===== src/rtl/pipe_packer.sv =====
// pipe_packer: packs 5-bit pipeline values into LANES-lane words with flush.
// Define PIPE_PACKER_PARITY_EN to add the per-lane even-parity output packed_par.
module pipe_packer #(
   parameter int LANES = 4
) (
   input  logic               clk_i,
   input  logic               reset_i,
   input  logic [4:0]         input_val,
   input  logic               pipe_in_valid,
   output logic               pipe_in_rdy,
   input  logic               flush_i,
   output logic [5*LANES-1:0] packed_val,
   output logic [3:0]         packed_cnt,
   output logic               pipe_out_valid,
`ifdef PIPE_PACKER_PARITY_EN
   output logic [LANES-1:0]   packed_par,
`endif
   input  logic               pipe_out_rdy
);

   typedef enum logic [1:0] {EMPTY, FILL, FLUSH_PEND} state_t;

   localparam logic [3:0] LAST = 4'(LANES - 1);
   localparam logic [3:0] FULL = 4'(LANES);

   state_t             state;
   logic [3:0]         fill_cnt;
   logic [5*LANES-1:0] acc;
   logic [5*LANES-1:0] acc_n;
   logic [3:0]         cnt_n;
   logic               out_free;
   logic               accept;
   logic               flush_req;
   logic               xfer;

   assign out_free    = !pipe_out_valid || pipe_out_rdy;
   assign pipe_in_rdy = !reset_i &&
                        (((fill_cnt < LAST) && (state != FLUSH_PEND)) || out_free);
   assign accept      = pipe_in_valid && pipe_in_rdy;
   assign cnt_n       = fill_cnt + {3'd0, accept};
   assign flush_req   = (flush_i || (state == FLUSH_PEND)) && (cnt_n != 4'd0);
   // a full word only arrives when the output register is free
   assign xfer        = out_free && ((cnt_n == FULL) || flush_req);

   always_comb begin
      acc_n = acc;
      for (int i = 0; i < LANES; i++) begin
         if (accept && (fill_cnt == 4'(i))) begin
            acc_n[5*i +: 5] = input_val;
         end
      end
   end

   always_ff @(posedge clk_i or posedge reset_i) begin
      if (reset_i) begin
         state          <= EMPTY;
         fill_cnt       <= '0;
         acc            <= '0;
         packed_val     <= '0;
         packed_cnt     <= '0;
         pipe_out_valid <= 1'b0;
      end else if (xfer) begin
         packed_val     <= acc_n;
         packed_cnt     <= cnt_n;
         pipe_out_valid <= 1'b1;
         acc            <= '0;
         fill_cnt       <= '0;
         state          <= EMPTY;
      end else begin
         if (pipe_out_rdy) begin
            pipe_out_valid <= 1'b0;
         end
         acc      <= acc_n;
         fill_cnt <= cnt_n;
         if (flush_req) begin
            state <= FLUSH_PEND;
         end else if (cnt_n != 4'd0) begin
            state <= FILL;
         end else begin
            state <= EMPTY;
         end
      end
   end

`ifdef PIPE_PACKER_PARITY_EN
   logic [LANES-1:0] par_n;

   // lanes beyond the count are zero, so their parity is zero too
   always_comb begin
      par_n = '0;
      for (int i = 0; i < LANES; i++) begin
         par_n[i] = ^acc_n[5*i +: 5];
      end
   end

   always_ff @(posedge clk_i or posedge reset_i) begin
      if (reset_i) begin
         packed_par <= '0;
      end else if (xfer) begin
         packed_par <= par_n;
      end
   end
`endif

endmodule


===== config.mk =====
export PLATFORM = sky130hd
export DESIGN_NAME = pipe_packer
export DESIGN_NICKNAME = d
export VERILOG_FILES = /design/src/rtl/pipe_packer.sv
export SDC_FILE = /design/constraint.sdc
export NUM_CORES = 1
export LEC_CHECK = 0
export CORE_ASPECT_RATIO = 0.75
export CORE_MARGIN = 2
export CORE_UTILIZATION = 42
export CTS_BUF_LIST = sky130_fd_sc_hd__clkbuf_8
export CTS_CLUSTER_DIAMETER = 100
export CTS_CLUSTER_SIZE = 25
export DETAILED_ROUTE_END_ITERATION = 16
export GPL_TIMING_DRIVEN = 1
export PLACE_DENSITY = 0.65
export REMOVE_ABC_BUFFERS = 1
export SLEW_MARGIN = 20
export SYNTH_ARGS = -nofsm -noshare
export SYNTH_HDL_FRONTEND = slang
export SYNTH_SLANG_ARGS = --single-unit

===== constraint.sdc =====
create_clock -name clk_i -period 3.5 [get_ports clk_i]
set_input_delay 0.35 -clock clk_i [delete_from_list [all_inputs] [get_ports clk_i]]
set_output_delay 0.35 -clock clk_i [all_outputs]
set_load 0.05 [all_outputs]

==> results.md <==
- Resize count post-CTS: 0
- DR WL/cell: around 14 um
- First-pass GRT wire length: ~7.3 mm
- Final hold viol count: 0
- Number of synthesized register bits: 51
- Post-CTS Repair Setup Buffers: 0
- Global Route Usage Sum: 16.6%
- Die footprint: roughly 5900 um2
- Final setup skew: 0.00479 ns
- Crit-path max FO: 24
- CP required: 3.69 ns
- CTS tree: done
- Max cap viols: 0
- Maximum vdd drop: 0.330 mV
- Mapped cell area: 2210 um2
- YS warnings: 0
- Post-synth EDFFs: 0
- Overall Power: 2.39 mW
- Synth unique cells: 26
- F_max: 0.328 GHz
- Final nets: 229
- Crit path arrival time: 3.24 ns
- Initial core utilization: 44.4%
- Post-Synth Adder-Cell Area: 1.13%
- Detailed Route WL: around 4.1 mm
- Grt ovf: 0
- Slew Limit Fails: 0
- Period utilization: 87.0%
- # H-tree levels: 2
- Crit path kind: primary input to flip-flop
- Leakage: 1.29 nW
- Input/output buffers: 35
- Die width: 87.8 um
- Pre-antenna DRT Iters: 4
- Fin cells: 290
- CP endpoint kind: flip-flop
- Post-synth top area share: 57.7%
- Vias in the first global route: 1494
- Setup TNS: 0 ns
- Comb pwr share: 46.3%
- Cell-internal power: ~1.4 mW
- Placed Area: 2680 um2
- Post-Synthesis Cells: 178
- Synth area leader: dfrtp_1
- RSZ-0062 raised after global routing: false
- Placed Cells: 282
- Post-CTS Hold Fix Bufs: 0
- Max Buffers Root-to-Sink: 2
- Critical Path Source Type: primary input
- Status: completed
- Area delta synth->final: 26.5%
- Pre-CTS setup slack: ~0.15 ns
- Post-DP HPWL: between 2 and 3 mm
- Vias: 1378
- Flop pwr share: 36.2%
- Via/cell ratio: 4.75
- Primary FF master, synth: dfrtp_1
- Ant diodes: 0
- Sw frac: a little under 40%
- Row count: 22
- Mux share of post-synthesis cell area: 21.4%
- 1st-iter DRT viols: between 70 and 80
- Clk pin slew, worst setup/hold paths: 0.09 ns
- Slew headroom: between 40% and 50%
- Xor-xnor portion of the synthesized cell area: 0.791%
- Antenna viol nets, final: 0
- GPL Wtd Cong: between 0.8 and 0.9
- Seq/Total Area, Yosys: just under 60%
- Core area: 4980 um2
- Endpoints failing setup: 0
- Largest family of logic cells by synthesized area: multiplexers
- Die Ht: 66.9 um
- Switch Pwr: ~950 uW
- Initial antenna violation count: 0
- Root Buffer: clkbuf_8
- Final worst slack: 0.455 ns
- Simple-gate share of the synthesized area: between 10% and 20%
- # IOs: 36
- Clock power frac: 17.5%
- Area contributors post-synth: dfrtp_1 (58%), mux2i_1 (16%), mux2_2 (5.6%), nor2_1 (3.6%), inv_1 (3.2%)
- TritonCTS buffer count: 5
- Compound-Gate Fraction of Synth Area: 1.19%
- Number of clock sinks: approximately 50
- Post-route minimum period: 3.05 ns
- Clk Latency, worst-skew pair: 0.30 ns
- Worst Hold Class: flip-flop to flip-flop
- Share of cells above drive strength 1: 13.8%
- Pwr dens: between 800 and 900 nW/um2
- FFs w/ async S/R, synth: 100%
- Syn avg cell area: 12.4 um2
- Largest net degree at the start of global routing: 52
- Post-route cell area: 2800 um2
- Slew @ Worst Pin: 0.865 ns
- # DRC: 0
state kept, by name, summed over array words and instances, names as in the netlist:
| register | cells |
|---|---|
| state | 2 |
| pipe_out_valid | 1 |
| packed_val | 20 |
| fill_cnt | 4 |
| acc | 20 |
| packed_cnt | 4 |
synth_stat cells, types with 2 or more instances:
cell	number
nor3b_1	2
nor2b_1	8
mux2_2	11
nand3_1	2
buf_1	2
xor2_1	2
o21ai_0	2
nand2b_1	3
nand2_1	3
nor2_1	21
inv_1	19
buf_2	2
ha_1	2
a21oi_1	2
nor4b_4	2
mux2i_1	35
dfrtp_1	51
cell type report:
class	instances	area [um2]
Fill cell	427	2180
Sequential cell	51	1280
Multi-Input combinational cell	102	846
Timing Repair Buffer	38	398
Tap cell	72	90.1
Clock buffer	6	82.6
Inverter	19	72.6
Clock inverter	2	35.0
cells in the final DEF (no fill, tap or decap):
cell / n
nor3_1: 1
and4bb_2: 1
mux2_2: 11
xor2_1: 2
nor2_1: 21
and2_1: 1
mux2i_4: 1
nor3b_1: 2
nand2b_1: 3
buf_4: 1
nor2b_1: 8
o21ai_0: 2
buf_12: 2
nor4b_4: 2
inv_1: 18
or4b_4: 1
dfrtp_1: 51
clkinv_2: 2
nand2_1: 3
nor3_2: 1
or4_4: 1
clkdlybuf4s50_1: 35
nand3_1: 2
a31oi_1: 1
clkbuf_8: 6
bufinv_16: 1
mux2i_1: 34
a21oi_1: 2
ha_1: 2
path summary, 6_finish.rpt:
check	start	slack (ns)	end	depth (start not counted)
min in group asynchronous	reset_i	0.59	pipe_out_valid	2
max in group asynchronous	reset_i	2.40	acc[5]	2
min	packed_cnt[2]	0.52	packed_cnt[2]	1
min reg2reg	packed_cnt[2]	0.52	packed_cnt[2]	1
max reg2reg	fill_cnt[1]	0.48	packed_val[16]	11
max	pipe_out_rdy	0.45	packed_val[16]	11
metal layers:
| layer | global-route usage, % | up-vias | part of all wire [%] |
|---|---|---|---|
| met3 | 4.21 | 10 | 5.1 |
| met2 | 24.3 | 35 | 43 |
| met4 | 7.12 | 0 | 2.3 |
| met5 | 0 | - | 0 |
| li1 | - | 662 | - |
| met1 | 23.3 | 671 | 49 |
metrics by stage:
step | util (%) | hold WS (ns)
final | 56.2 | 0.516
after global placement | 53.8 | 0.492
after CTS | 56.2 | 0.520
after global routing | 56.2 | 0.542
after floorplan | - | 0.480
after detailed placement | 53.8 | 0.500
critical path, stage by stage:
cell             delay (ns)
clkdlybuf4s50_1        0.43
nor2b_1                0.24
a21oi_1                0.14
and2_1                 0.18
ha_1                   0.20
ha_1                   0.34
nor3_1                 0.07
mux2i_1                0.35
mux2i_4                0.37
buf_12                 0.21
mux2_2                 0.35
kinds of logic after synthesis:
family | count (synthesis)
fa+ha+maj | 2
simple gates | 47
mux | 46
xor+xnor | 2
buf+inv | 25
flops | 51
compound gates | 5
power groups by stage:
| stage | sequential [mW] | clock, mW | combinational, mW |
|---|---|---|---|
| after floorplan | 1.15 | 0 | 0.491 |
| after global placement | 0.870 | 0 | 1.09 |
| after detailed placement | 0.879 | 0 | 1.11 |
| after CTS | 0.868 | 0.430 | 1.12 |
| after global routing | 0.888 | 0.465 | 1.19 |
| final | 0.866 | 0.418 | 1.11 |
Note: power is estimated with default switching activity, not from simulation.
